**src/rtl/async_fifo_pkg.sv**
```systemverilog
`default_nettype none
// ============================================================================
// Module      : async_fifo_pkg
// Description : Shared pointer-coding helpers and depth derivation for the
//               async FIFO read- and write-side controllers.
// Revision    : 1.0 - initial release
// ============================================================================
package async_fifo_pkg;

  // Helpers work on a fixed wide vector; callers zero-extend and truncate.
  // Zero upper bits leave both codings unchanged, so any width up to 32 works.
  localparam int unsigned c_fn_width = 32;

  function automatic int unsigned fifo_depth(input int unsigned addr_width);
    return 32'd1 << addr_width;
  endfunction

  function automatic logic [c_fn_width-1:0] bin2gray(input logic [c_fn_width-1:0] bin);
    return bin ^ (bin >> 1);
  endfunction

  function automatic logic [c_fn_width-1:0] gray2bin(input logic [c_fn_width-1:0] gray);
    logic [c_fn_width-1:0] bin;
    bin[c_fn_width-1] = gray[c_fn_width-1];
    for (int i = c_fn_width - 2; i >= 0; i--) begin
      bin[i] = bin[i+1] ^ gray[i];
    end
    return bin;
  endfunction

endpackage
`default_nettype wire

```
**src/rtl/sync_ff_chain.sv**
```systemverilog
`default_nettype none
// ============================================================================
// Module      : sync_ff_chain
// Description : Multi-stage flop synchroniser for a Gray-coded bus, async
//               active-low reset to zero.
// Revision    : 1.0 - initial release
// ============================================================================
module sync_ff_chain #(
  parameter int WIDTH  = 1,
  parameter int STAGES = 2,
  parameter int DLY    = 1
) (
  input  logic             clk,
  input  logic             rst_n,
  input  logic [WIDTH-1:0] i_d,
  output logic [WIDTH-1:0] o_q
);

  // Clock-to-out delay is modelled as zero; the parameter is kept so the
  // instantiation interface matches the rest of the FIFO.
  logic w_unused_dly;
  assign w_unused_dly = (DLY != 0);

  logic [WIDTH-1:0] r_stage [STAGES];

  always_ff @(posedge clk or negedge rst_n) begin
    if (!rst_n) begin
      for (int i = 0; i < STAGES; i++) begin
        r_stage[i] <= '0;
      end
    end else begin
      r_stage[0] <= i_d;
      for (int i = 1; i < STAGES; i++) begin
        r_stage[i] <= r_stage[i-1];
      end
    end
  end

  assign o_q = r_stage[STAGES-1];

endmodule
`default_nettype wire

```
**src/rtl/async_fifo_wr_ctrl.sv**
```systemverilog
`default_nettype none
// ============================================================================
// Module      : async_fifo_wr_ctrl
// Description : Async FIFO write-side controller: write pointer, read-pointer
//               synchroniser, registered full/almost-full/level, overflow.
// Revision    : 1.0 - initial release
// ============================================================================
module async_fifo_wr_ctrl #(
  parameter int DLY         = 1,
  parameter int ADDR_WIDTH  = 8,
  parameter int SYNC_STAGES = 2
) (
  input  logic                  wr_clk_i,
  input  logic                  wr_rst_n_i,
  input  logic                  wr_en_i,
  input  logic [ADDR_WIDTH:0]   rd_ptr_gray_i,
  input  logic [ADDR_WIDTH:0]   afull_thresh_i,
  input  logic                  ovf_clr_i,
  output logic                  wr_accept_o,
  output logic [ADDR_WIDTH-1:0] wr_addr_o,
  output logic [ADDR_WIDTH:0]   wr_ptr_gray_o,
  output logic                  full_o,
  output logic                  almost_full_o,
  output logic [ADDR_WIDTH:0]   wr_level_o,
  output logic                  overflow_o
);

  import async_fifo_pkg::*;

  localparam int c_ptr_w = ADDR_WIDTH + 1;

  logic [ADDR_WIDTH:0] r_wr_bin;
  logic [ADDR_WIDTH:0] r_wr_gray;
  logic [ADDR_WIDTH:0] r_level;
  logic                r_full;
  logic                r_afull;
  logic                r_ovf;

  logic [ADDR_WIDTH:0] w_rd_gray_sync;
  logic [ADDR_WIDTH:0] w_rd_bin_sync;
  logic [ADDR_WIDTH:0] w_wr_bin_next;
  logic [ADDR_WIDTH:0] w_wr_gray_next;
  logic [ADDR_WIDTH:0] w_level_next;
  logic [ADDR_WIDTH:0] w_full_gray;
  logic                w_full_next;
  logic                w_push;

  sync_ff_chain #(
    .WIDTH  (c_ptr_w),
    .STAGES (SYNC_STAGES),
    .DLY    (DLY)
  ) u_rd_ptr_sync (
    .clk   (wr_clk_i),
    .rst_n (wr_rst_n_i),
    .i_d   (rd_ptr_gray_i),
    .o_q   (w_rd_gray_sync)
  );

  // Gated by reset so nothing reaches the RAM while the controller is held.
  assign w_push = wr_en_i & ~r_full & wr_rst_n_i;

  assign w_rd_bin_sync  = c_ptr_w'(gray2bin(c_fn_width'(w_rd_gray_sync)));
  assign w_wr_bin_next  = r_wr_bin + {{ADDR_WIDTH{1'b0}}, w_push};
  assign w_wr_gray_next = c_ptr_w'(bin2gray(c_fn_width'(w_wr_bin_next)));
  assign w_level_next   = w_wr_bin_next - w_rd_bin_sync;

  // Full when the write pointer is exactly one lap ahead: top two Gray bits
  // inverted, the rest equal.
  assign w_full_gray = {~w_rd_gray_sync[ADDR_WIDTH:ADDR_WIDTH-1],
                        w_rd_gray_sync[ADDR_WIDTH-2:0]};
  assign w_full_next = (w_wr_gray_next == w_full_gray);

  always_ff @(posedge wr_clk_i or negedge wr_rst_n_i) begin
    if (!wr_rst_n_i) begin
      r_wr_bin  <= '0;
      r_wr_gray <= '0;
      r_level   <= '0;
      r_full    <= 1'b0;
      r_afull   <= 1'b0;
      r_ovf     <= 1'b0;
    end else begin
      r_wr_bin  <= w_wr_bin_next;
      r_wr_gray <= w_wr_gray_next;
      r_level   <= w_level_next;
      r_full    <= w_full_next;
      r_afull   <= (w_level_next >= afull_thresh_i);
      // Set wins over a coincident clear.
      r_ovf     <= (wr_en_i & r_full) | (r_ovf & ~ovf_clr_i);
    end
  end

  assign wr_accept_o   = w_push;
  assign wr_addr_o     = r_wr_bin[ADDR_WIDTH-1:0];
  assign wr_ptr_gray_o = r_wr_gray;
  assign full_o        = r_full;
  assign almost_full_o = r_afull;
  assign wr_level_o    = r_level;
  assign overflow_o    = r_ovf;

endmodule
`default_nettype wire

```
**config.mk**
```make
export PLATFORM = sky130hd
export DESIGN_NAME = async_fifo_wr_ctrl
export DESIGN_NICKNAME = d
export VERILOG_FILES = /design/src/rtl/async_fifo_pkg.sv /design/src/rtl/sync_ff_chain.sv /design/src/rtl/async_fifo_wr_ctrl.sv
export SDC_FILE = /design/constraint.sdc
export NUM_CORES = 1
export LEC_CHECK = 0
export ABC_AREA = 1
export BUFFER_PORTS_ARGS = -buffer_cell sky130_fd_sc_hd__buf_2
export CAP_MARGIN = 20
export CORE_ASPECT_RATIO = 0.8
export CORE_MARGIN = 4
export CORE_UTILIZATION = 45
export CTS_CLUSTER_SIZE = 24
export DETAILED_ROUTE_END_ITERATION = 16
export PLACE_DENSITY = 0.72
export RECOVER_POWER = 50
export SETUP_SLACK_MARGIN = 0.5
export SKIP_CTS_REPAIR_TIMING = 1
export SYNTH_ARGS = -nofsm -noshare
export SYNTH_HDL_FRONTEND = slang
export SYNTH_SLANG_ARGS = --single-unit
export TNS_END_PERCENT = 5
```
**constraint.sdc**
```tcl
create_clock -name wr_clk_i -period 4 [get_ports wr_clk_i]
set_input_delay 0.2 -clock wr_clk_i [delete_from_list [all_inputs] [get_ports wr_clk_i]]
set_output_delay 0.2 -clock wr_clk_i [all_outputs]
set_load 0.01 [all_outputs]
```
Word-level counts from Yosys, hierarchy flattened
Index checks and enable logic that the tools add are counted.
{ "op_classes": {"multipliers": 0, "magnitude_cmp": 1, "n_addsub": 2, "bitwise_logic": 17, "n_reduce_logical": 0, "n_eq_ne": 1, "n_mux": 0, "div": 0, "shift": 0} }
{ "ops": {"columns": ["cell", "n"], "rows": [
  ["$add 9x1->9", 1],
  ["$eq 9x9->1", 1],
  ["$ge 9x9->1", 1],
  ["$sub 9x9->9", 1],
  ["$xor 9x8->9", 1],
  ["$xor 1x1->1", 8],
  ["$and 1x1->1", 4],
  ["$not 1->1", 2],
  ["$not 2->2", 1],
  ["$or 1x1->1", 1]
]} }
{ "totals": {"elab_cells": 29, "inputBits": 22, "regBits": 48, "mem_count": 0, "mem_bits_rw": 0, "latch_bits": 0, "romBits": 0, "output_inout_bits": 30} }

Depth between registers and ports, before layout
Gate-level depths: netlist of the first run.
{ "logic_depth": {"word_depth": 10, "ltp_mapped": 29, "ltp_nobuf": 29} }

Cells and area by module
A second synthesis of the first run with hierarchy kept.
{ "unflattened": {"hier_cells": 266, "area_unflattened_um2": 2474.9} }
{ "by_module_without_submodules": {"columns": ["mod", "instances", "area_per_inst_um2", "seq_area_each_um2", "cells_each"], "rows": [
  ["async_fifo_wr_ctrl", 1, 1956.9, 725.7, 239],
  ["sync_ff_chain", 1, 518.0, 450.4, 27]
]} }

Worst setup path after synthesis of the first run
OpenSTA, ideal clock, no wires.
{ "synth_path": {"path_kind": "reg-to-reg", "startpoint": "register u_rd_ptr_sync.r_stage (netlist bit u_rd_ptr_sync.o_q[8])", "endpoint": "register r_afull (netlist: almost_full_o)", "required_time_ns": 3.876, "slack_ns": 0.710, "arrival_time_ns": 3.166, "period_less_slack_ns": 3.290, "setup_time_ns": 0.124, "path_buffers": 0, "path_stages_with_launch": 27, "cell_sequence": "dfrtp_1 > inv_1 > nand2_1 > nand3_1 > nand2_2 > nand2_1 > nand3_2 > nand2_2 > nand2_2 > nand3_1 > nand3_2 > nand3_1 > nand2_1 > ha_1 > inv_1 > fa_1 > a21oi_1 > o21ai_0 > a21oi_1 > o21ai_0 > xnor2_1 > inv_1 > ha_1 > a21oi_1 > nand2_1 > a21oi_1 > o21bai_1"} }
{ "synth_via": {"elab_chain_cells": 10} }
{ "synth_rtl": {"columns": ["item", "line_no", "rtl"], "rows": [
  ["from (decl)", "sync_ff_chain.sv:24", "logic [WIDTH-1:0] r_stage [STAGES];"],
  ["from (signal, indexed assignment)", "sync_ff_chain.sv:34", "r_stage[i] <= r_stage[i-1];"],
  ["$xor 1x1->1 (*) (2 in a row)", "async_fifo_pkg.sv:26", "bin[i] = bin[i+1] ^ gray[i];"],
  ["$xor 1x1->1 (6 in a row)", "async_fifo_pkg.sv:26", null],
  ["$sub 9x9->9 (*)", "async_fifo_wr_ctrl.sv:65", "assign w_level_next = w_wr_bin_next - w_rd_bin_sync;"],
  ["via w_level_next[6]", "async_fifo_wr_ctrl.sv:43", "logic [ADDR_WIDTH:0] w_level_next;"],
  ["$ge 9x9->1 (*)", "async_fifo_wr_ctrl.sv:86", "r_afull <= (w_level_next >= afull_thresh_i);"],
  ["to (signal assigned)", "async_fifo_wr_ctrl.sv:86", null],
  ["to (decl)", "async_fifo_wr_ctrl.sv:36", "logic r_afull;"]
]} }
The timed path passes the listed nets; every way through them passes the cells marked *.

Worst setup path after layout of the first run
Same ends and word-level chain as after synthesis.

==> flow_summary.toml, run 1 <==
[yosys]
seq_area_frac_synth_pct = 48.5
synth_register_bits = 47
synth.lib_cells_used.distinct = 21
synth.net_count = 317
postSynthAreaPerCell_um2 = 8.82
syn-cell-area_um2 = 2420
synthesis.instances = 275
synthesis.yosys.warnings = 0

[route]
postRouteAntennaNets = 0
dr.pass1.iters = 4
vias = 1916
dr.first_iter.drc_count = 121
routed_wire_length_per_instance_um = 12.2
drc_errors = 0
via_per_inst = 4.65
wirelength_um = 5050

[critical_path]
timing.critical_path.from_type = "register"
critical_path.max_fanout = 4
worstPathRequired_ps = 4180
timing_worst_setup_path_type = "register to register"
end_kind = "register"
data_arrival_critical_path_ps = 3750

[timing]
fin_crit_ps = 3570
final_critical_path_setup_slack_ps = 434
final.period_utilization_pct = 89.2
fin_skew_ps = 4.00
grt_setup_unrepaired = "yes"
slew-limit-headroom_pct = -54.7
fmax_ghz = 0.280
holdWs_ps = 95.2
total_negative_setup_slack_ps = 0
slew_at_the_pin_closest_to_its_max_slew_limit_ps = 2320
finalMaxSlewViolations = 48
finalHoldViolCount = 0
number_of_failing_setup_endpoints_in_the_final_timing_report = 0

[power_and_ir_drop]
part_of_the_power_in_the_clock_network_pct = 11.2
part_of_the_total_power_dissipated_in_sequential_elements_pct = 30.3
ir_drop_mv = 0.469
internal-power_mw = 1.31
power.leakage_nw = 1.74
p_sw_mw = 1.04
p_per_area_nw_per_um2 = 730
share_comb_of_total_power_pct = 58.4
power.share.switching_pct = 44.1

[layout]
layout_commonest_cell = "sky130_fd_sc_hd__nand2_1"
areaGrowthSynthToFinish_pct = 32.6
mostFrequentLayoutCells = "sky130_fd_sc_hd__nand2_1, sky130_fd_sc_hd__buf_2, sky130_fd_sc_hd__dfrtp_1"
insertedDiodeCount = 0
fillerInstances = 423
multiInputGateArea_um2 = 1280
net_total_in_the_final_layout = 391
seqCellArea_um2 = 1180
drive_gt1_share_pct = 35.1

[global_routing]
grt_overflow_total = 0
grt_pass1_vias = 1784
grt_use_total_pct = 14.7
global_route_wire_length_before_repair_um = 7700
antenna_found_initial = 0
grt_max_degree = 48

[placement]
post-dp-hpwl_um = 3580
dp_slack_ps = 347
port-buffer-count = 51
routabilityCongestion = 0.837

[floorplanning]
die-area_um2 = 6630
std_cell_rows = 23
initial_core_util_pct = 47.3
ios = 52
die_w_um = 90.1
fp.coreArea_um2 = 5120
chipHeight_um = 73.7

[clock_network]
htreeDepth = 2
cts_inserted_buffers = 5
cts-root-buf = "sky130_fd_sc_hd__clkbuf_8"
tritoncts = "built"
worst_setup_hold_path_clk_slew_ps = 80
cts-root-to-sink-buffers = 2
clk-insertion-delay-late_ps = 290
clock_sink_count = 47

[run_status]
failed_checks = "capacitance limit, slew limit"
outcome = "finished, violations left"

[job]
drv.max_cap_violation_count = 1

[hold_path]
holdCritPathClass = "input pin to register"
sequential cells by signal, summed over array words and instances (netlist names):
| register | cells |
|---|---|
| almost_full_o | 1 |
| r_wr_bin | 9 |
| u_rd_ptr_sync.r_stage | 9 |
| wr_level_o | 9 |
| full_o | 1 |
| overflow_o | 1 |
| wr_ptr_gray_o | 8 |
| u_rd_ptr_sync.o_q | 9 |
Yosys cell counts:
library cell	n	area, um^2
sky130_fd_sc_hd__nor3_1	1	5.00
sky130_fd_sc_hd__ha_1	19	238
sky130_fd_sc_hd__nand3_1	29	145
sky130_fd_sc_hd__nor2_1	6	22.5
sky130_fd_sc_hd__nor3_2	2	20.0
sky130_fd_sc_hd__nor2_2	1	6.26
sky130_fd_sc_hd__inv_1	48	180
sky130_fd_sc_hd__o21bai_1	1	7.51
sky130_fd_sc_hd__xnor2_1	4	35.0
sky130_fd_sc_hd__nand4_1	1	6.26
sky130_fd_sc_hd__o211ai_1	1	7.51
sky130_fd_sc_hd__a21oi_2	1	8.76
sky130_fd_sc_hd__nand3_2	6	60.1
sky130_fd_sc_hd__nand2_2	12	75.1
sky130_fd_sc_hd__xor2_1	7	61.3
sky130_fd_sc_hd__fa_1	1	20.0
sky130_fd_sc_hd__o21ai_0	4	20.0
sky130_fd_sc_hd__inv_2	6	22.5
sky130_fd_sc_hd__nand2_1	66	248
sky130_fd_sc_hd__a21oi_1	12	60.1
sky130_fd_sc_hd__dfrtp_1	47	1180
stage by stage:
step / instances / power, mW / util [%] / instance area (um^2)
global route: 412 / 2.59 / 62.8 / 3210
detailed placement: 389 / 1.92 / 54.0 / 2770
global placement: 389 / 1.89 / 54.0 / 2770
finish: 412 / 2.35 / 62.8 / 3210
floorplan: 275 / 1.58 / - / 2420
CTS: 397 / 2.20 / 55.6 / 2850
worst max-delay path, stage by stage, from the launching register on:
cell and delay, ps:
sky130_fd_sc_hd__dfrtp_1 450, sky130_fd_sc_hd__inv_2 80, sky130_fd_sc_hd__nand2_2 100, sky130_fd_sc_hd__nand3_4 90, sky130_fd_sc_hd__nand2_4 100, sky130_fd_sc_hd__nand2_4 60
sky130_fd_sc_hd__nand3_4 120, sky130_fd_sc_hd__nand2_4 90, sky130_fd_sc_hd__nand2_4 100, sky130_fd_sc_hd__nand3_4 80, sky130_fd_sc_hd__nand3_2 110, sky130_fd_sc_hd__nand3_2 80
sky130_fd_sc_hd__nand2_2 80, sky130_fd_sc_hd__ha_4 120, sky130_fd_sc_hd__inv_2 40, sky130_fd_sc_hd__fa_2 370, sky130_fd_sc_hd__a21oi_2 170, sky130_fd_sc_hd__o21ai_2 80
sky130_fd_sc_hd__a21oi_1 130, sky130_fd_sc_hd__o21ai_1 90, sky130_fd_sc_hd__xnor2_1 190, sky130_fd_sc_hd__inv_1 100, sky130_fd_sc_hd__ha_4 220, sky130_fd_sc_hd__a21oi_1 140
sky130_fd_sc_hd__nand2_1 80, sky130_fd_sc_hd__a21oi_2 110, sky130_fd_sc_hd__o21bai_1 80
metal layers:
metal / up-vias / track usage [%] / routed length [um]
met5: - / 0 / 0
met4: 0 / 2.55 / 62
li1: 1009 / - / -
met1: 852 / 20.3 / 2520
met3: 7 / 4.91 / 296
met2: 48 / 23.2 / 2170
area by class of cell:
class / count / share of cell area [%]
timing repair buffer: 67 / 12.3
clock inverter: 1 / 0.156
multi-input combinational: 174 / 39.8
inverter: 54 / 6.31
clock buffer: 7 / 2.37
sequential: 47 / 36.6
tap: 62 / 2.41
worst paths after layout:
path / startpoint / to / slack (ps) / depth (start not counted)
max in group asynchronous: wr_rst_n_i / almost_full_o / 1890 / 2
worst max-delay path: u_rd_ptr_sync.o_q[8] / almost_full_o / 430 / 26
min in group asynchronous: wr_rst_n_i / u_rd_ptr_sync.o_q[0] / 770 / 2
worst min-delay path: ovf_clr_i / overflow_o / 100 / 2
worst max register to register: u_rd_ptr_sync.o_q[8] / almost_full_o / 430 / 26
worst min register to register: u_rd_ptr_sync.r_stage[9] / u_rd_ptr_sync.o_q[0] / 350 / 0
kinds of logic (layout without fill, tap and decap cells):
kind of cell               Yosys count  after routing  synth area share, %
xor gates and xnor gates            11             11                 3.97
AOI/OAI and AO/OA                   19             19                 4.28
buffers and inverters               54            129                 8.36
DFF                                 47             47                 48.5
and+or+nand+nor                    124            124                 24.3
adders and majority gates           20             20                 10.6
power by group through the flow:
stage / clock network (mW) / logic, mW / registers, mW
CTS: 0.272 / 1.22 / 0.709
floorplan: 0 / 0.799 / 0.782
global placement: 0 / 1.18 / 0.714
finish: 0.263 / 1.37 / 0.712
global route: 0.296 / 1.56 / 0.730
detailed placement: 0 / 1.21 / 0.715
No activity file was read; power rests on OpenSTA's default activity.
==> run 2: changes to the inputs <==
--- a/config.mk
+++ b/config.mk
@@ -10,10 +10,10 @@
 export CAP_MARGIN = 20
 export CORE_ASPECT_RATIO = 0.8
 export CORE_MARGIN = 4
-export CORE_UTILIZATION = 45
+export CORE_UTILIZATION = 50
 export CTS_CLUSTER_SIZE = 24
 export DETAILED_ROUTE_END_ITERATION = 16
-export PLACE_DENSITY = 0.72
+export PLACE_DENSITY = 0.78
 export RECOVER_POWER = 50
 export SETUP_SLACK_MARGIN = 0.5
 export SKIP_CTS_REPAIR_TIMING = 1
==> flow_summary.toml, run 2 (same netlist as run 1, synthesis figures left out) <==
[global_routing]
global_route_wire_length_before_repair_um = 7440
grt_max_degree = 48
grt_overflow_total = 0
grt_use_total_pct = 15.5
antenna_found_initial = 0
grt_pass1_vias = 1698

[route]
vias = 2010
wirelength_um = 5160
dr.first_iter.drc_count = 89
drc_errors = 0
via_per_inst = 4.96
routed_wire_length_per_instance_um = 12.8
dr.pass1.iters = 4
postRouteAntennaNets = 0

[run_status]
failed_checks = "capacitance limit, slew limit"
outcome = "finished, violations left"

[floorplanning]
chipHeight_um = 70.3
std_cell_rows = 22
ios = 52
die-area_um2 = 6030
fp.coreArea_um2 = 4620
die_w_um = 85.9
initial_core_util_pct = 52.4

[critical_path]
worst-path-buf-inv = 3
path_delay_family = "simple AND/OR/NAND/NOR gates"
timing.critical_path.slowest_cell_delay_ps = 450
worstPathRequired_ps = 4180
timing_worst_setup_path_type = "register to register"
timing.critical_path.from_type = "register"
most_prevalent_standard_cell_on_the_critical_path = "sky130_fd_sc_hd__a21oi_2"
timing.critical_path.slowest_stage_cell = "sky130_fd_sc_hd__dfrtp_1"
data_arrival_critical_path_ps = 3760
critical_path.max_fanout = 4
end_kind = "register"

[power_and_ir_drop]
internal-power_mw = 1.37
p_per_area_nw_per_um2 = 761
part_of_the_power_in_the_clock_network_pct = 14.4
p_sw_mw = 1.05
ir_drop_mv = 0.414
part_of_the_total_power_dissipated_in_sequential_elements_pct = 29.5
share_comb_of_total_power_pct = 56.2
power.share.switching_pct = 43.3
power.leakage_nw = 1.73

[timing]
holdWs_ps = 10.3
finalMaxSlewViolations = 48
total_negative_setup_slack_ps = 0
fin_crit_ps = 3580
fin_skew_ps = 5.38
fmax_ghz = 0.279
number_of_failing_setup_endpoints_in_the_final_timing_report = 0
slew_at_the_pin_closest_to_its_max_slew_limit_ps = 2300
slew-limit-headroom_pct = -53.4
finalHoldViolCount = 0
grt_setup_unrepaired = "yes"
final.period_utilization_pct = 89.6

[layout]
drive_gt1_share_pct = 35.7
insertedDiodeCount = 0
layout_commonest_cell = "sky130_fd_sc_hd__nand2_1"
fillerInstances = 351
mostFrequentLayoutCells = "sky130_fd_sc_hd__nand2_1, sky130_fd_sc_hd__buf_2, sky130_fd_sc_hd__dfrtp_1"
areaGrowthSynthToFinish_pct = 31.0
net_total_in_the_final_layout = 386
final_standard_cell_area_without_fillers_um2 = 3180

[clock_network]
tritoncts = "built"
cts-root-buf = "sky130_fd_sc_hd__clkbuf_8"
htreeDepth = 2
cts-root-to-sink-buffers = 2
cts_inserted_buffers = 5
clock_sink_count = 47
clk-insertion-delay-late_ps = 290
worst_setup_hold_path_clk_slew_ps = 80

[placement]
routabilityCongestion = 0.859
post-dp-hpwl_um = 3610
port-buffer-count = 51
dpl-instance-area_um2 = 2760

[job]
drv.max_cap_violation_count = 1

[hold_path]
holdCritPathClass = "input pin to register"
-- run 2: power by group through the flow --
stage | clock [mW] | sequential, mW | combinational [mW]
6_report | 0.348 | 0.712 | 1.36
3_3_place_gp | 0 | 0.712 | 1.17
4_1_cts | 0.358 | 0.710 | 1.23
5_1_grt | 0.380 | 0.731 | 1.52
3_5_place_dp | 0 | 0.717 | 1.21
2_1_floorplan | 0 | 0.782 | 0.799
-- run 2: area by class of cell --
class                           instances  area [um^2]  share of cell area [%]
Timing Repair Buffer                   62          345                    10.9
Multi-Input combinational cell        174         1260                    39.6
Clock buffer                            6         82.6                    2.60
Inverter                               54          203                    6.38
Clock inverter                          2         35.0                    1.10
Tap cell                               60         75.1                    2.36
Sequential cell                        47         1180                    37.1
-- run 2: path summary, 6_finish.rpt --
path                                                   to  cells past startpoint  slack [ps]                startpoint
worst max-delay path                        almost_full_o                     26         420      u_rd_ptr_sync.o_q[8]
worst min-delay path            u_rd_ptr_sync.r_stage[11]                      1          10          rd_ptr_gray_i[2]
worst max register to register              almost_full_o                     26         420      u_rd_ptr_sync.o_q[8]
worst min register to register       u_rd_ptr_sync.o_q[0]                      0         350  u_rd_ptr_sync.r_stage[9]
max in group asynchronous            u_rd_ptr_sync.o_q[7]                      2        1710                wr_rst_n_i
min in group asynchronous            u_rd_ptr_sync.o_q[0]                      2         800                wr_rst_n_i
-- run 2: metal layers --
metal  up-vias  GRT usage, %  wire (um)
met5         -             0          0
met4         0          4.39         55
met3         6          4.01        320
met2        58          22.8       2380
met1       949          22.6       2410
li1        997             -          -
-- run 2: per-stage QoR --
| step | utilization, % | power, mW | worst slack [ps] | cells |
|---|---|---|---|---|
| 2_1_floorplan | - | 1.58 | 710 | 275 |
| 3_3_place_gp | 59.7 | 1.89 | 537 | 387 |
| 3_5_place_dp | 59.7 | 1.93 | 370 | 387 |
| 4_1_cts | 62.3 | 2.29 | 343 | 395 |
| 5_1_grt | 68.7 | 2.63 | 182 | 405 |
| 6_report | 68.7 | 2.42 | 418 | 405 |
==> run 3: changes to the inputs <==
--- a/config.mk
+++ b/config.mk
@@ -8,12 +8,11 @@
 export ABC_AREA = 1
 export BUFFER_PORTS_ARGS = -buffer_cell sky130_fd_sc_hd__buf_2
 export CAP_MARGIN = 20
-export CORE_ASPECT_RATIO = 0.8
 export CORE_MARGIN = 4
 export CORE_UTILIZATION = 50
 export CTS_CLUSTER_SIZE = 24
 export DETAILED_ROUTE_END_ITERATION = 16
-export PLACE_DENSITY = 0.78
+export PLACE_DENSITY = 0.84
 export RECOVER_POWER = 50
 export SETUP_SLACK_MARGIN = 0.5
 export SKIP_CTS_REPAIR_TIMING = 1
==> flow_summary.toml, run 3 (same netlist as run 1, synthesis figures left out) <==
[power_and_ir_drop]
p_sw_mw = 1.07
power.leakage_nw = 1.72
p_per_area_nw_per_um2 = 775
internal-power_mw = 1.41
part_of_the_power_in_the_clock_network_pct = 14.2
share_comb_of_total_power_pct = 57.2
ir_drop_mv = 0.478
post-layout-total-power_mw = 2.48
part_of_the_total_power_dissipated_in_sequential_elements_pct = 28.6
power.share.switching_pct = 43.2

[layout]
layout_commonest_cell = "sky130_fd_sc_hd__nand2_1"
insertedDiodeCount = 0
fillerInstances = 350
net_total_in_the_final_layout = 386
finalCoreUtilization_pct = 67.7
areaGrowthSynthToFinish_pct = 31.9
mostFrequentLayoutCells = "sky130_fd_sc_hd__nand2_1, sky130_fd_sc_hd__buf_2, sky130_fd_sc_hd__inv_1"
drive_gt1_share_pct = 36.5

[clock_network]
tritoncts = "built"
clock_sink_count = 47
worst_setup_hold_path_clk_slew_ps = 80
cts-root-buf = "sky130_fd_sc_hd__clkbuf_8"
cts_inserted_buffers = 5
cts-root-to-sink-buffers = 2
clk-insertion-delay-late_ps = 300
htreeDepth = 2

[global_routing]
grt_max_degree = 48
grt_pass1_vias = 1928
global_route_wire_length_before_repair_um = 8210
antenna_found_initial = 0
grt_overflow_total = 0
grt_use_total_pct = 16.9

[critical_path]
timing.critical_path.from_type = "register"
timing.critical_path.slowest_cell_delay_ps = 450
timing.critical_path.slowest_stage_cell = "sky130_fd_sc_hd__dfrtp_2"
end_kind = "register"
worstPathRequired_ps = 4190
critical_path.max_fanout = 3
data_arrival_critical_path_ps = 3790
timing_worst_setup_path_type = "register to register"

[floorplanning]
std_cell_rows = 25
initial_core_util_pct = 51.3
chipHeight_um = 77.6
ios = 52
die-area_um2 = 6030
die_w_um = 77.6
fp.coreArea_um2 = 4720

[timing]
slew_at_the_pin_closest_to_its_max_slew_limit_ps = 2360
holdWs_ps = 5.70
final.period_utilization_pct = 90.1
grt_setup_unrepaired = "yes"
fin_crit_ps = 3600
fin_skew_ps = 4.09
finalHoldViolCount = 0
number_of_failing_setup_endpoints_in_the_final_timing_report = 0
fmax_ghz = 0.277
total_negative_setup_slack_ps = 0
final_critical_path_setup_slack_ps = 396
finalMaxSlewViolations = 48
slew-limit-headroom_pct = -57.3

[route]
dr.pass1.iters = 4
dr.first_iter.drc_count = 156
via_per_inst = 4.87
drc_errors = 0
vias = 2006
postRouteAntennaNets = 0
wirelength_um = 5380
routed_wire_length_per_instance_um = 13.1

[placement]
dp_slack_ps = 319
port-buffer-count = 51
post-dp-hpwl_um = 3690
routabilityCongestion = 0.849

[hold_path]
holdCritPathClass = "input pin to register"

[run_status]
outcome = "finished, violations left"
failed_checks = "capacitance limit, slew limit"

[job]
drv.max_cap_violation_count = 1
-- run 3: final timing paths --
path	start	endpoint	slack [ps]	cells past startpoint
hold reg to reg	u_rd_ptr_sync.r_stage[10]	u_rd_ptr_sync.o_q[1]	350	0
setup / recovery	u_rd_ptr_sync.o_q[6]	almost_full_o	400	25
hold / removal	rd_ptr_gray_i[1]	u_rd_ptr_sync.r_stage[10]	6	1
max in group asynchronous	wr_rst_n_i	u_rd_ptr_sync.o_q[6]	1710	2
min in group asynchronous	wr_rst_n_i	wr_level_o[2]	790	2
setup reg to reg	u_rd_ptr_sync.o_q[6]	almost_full_o	400	25
-- run 3: final cells by class --
class	count	area, um^2	share of cell area [%]
clock buffer	6	82.6	2.58
clock inverter	2	35.0	1.10
inverter	54	203	6.34
multi-input combinational	174	1270	39.8
sequential	47	1180	36.9
tap	67	83.8	2.62
timing repair buffer	62	343	10.7
-- run 3: metrics by stage --
| step | instance area (um^2) | instances |
|---|---|---|
| CTS | 2890 | 402 |
| floorplan | 2420 | 275 |
| detailed placement | 2770 | 394 |
| finish | 3200 | 412 |
| global placement | 2770 | 394 |
| global route | 3200 | 412 |
-- run 3: worst max-delay path: cells and delay by family (launching register included) --
kind	cells	cell delay [ps]
AO/OA/AOI/OAI	7	830
XOR/XNOR	1	170
adder cells (fa/ha/maj)	3	770
buffers and inverters	3	260
flip-flops	1	450
AND/OR/NAND/NOR	11	1000
-- run 3: power groups by stage --
stage	clock [mW]	combinational [mW]	sequential (mW)
global route	0.380	1.59	0.730
finish	0.351	1.42	0.709
detailed placement	0	1.22	0.712
floorplan	0	0.799	0.782
global placement	0	1.17	0.712
CTS	0.359	1.23	0.706
-- run 3: routing by layer --
metal	part of all wire [%]	global-route usage, %	vias to the layer above
li1	-	-	998
met1	41	20.4	933
met2	50	29.4	61
met3	5.8	3.13	14
met4	2.7	6.94	0
met5	0	0	-
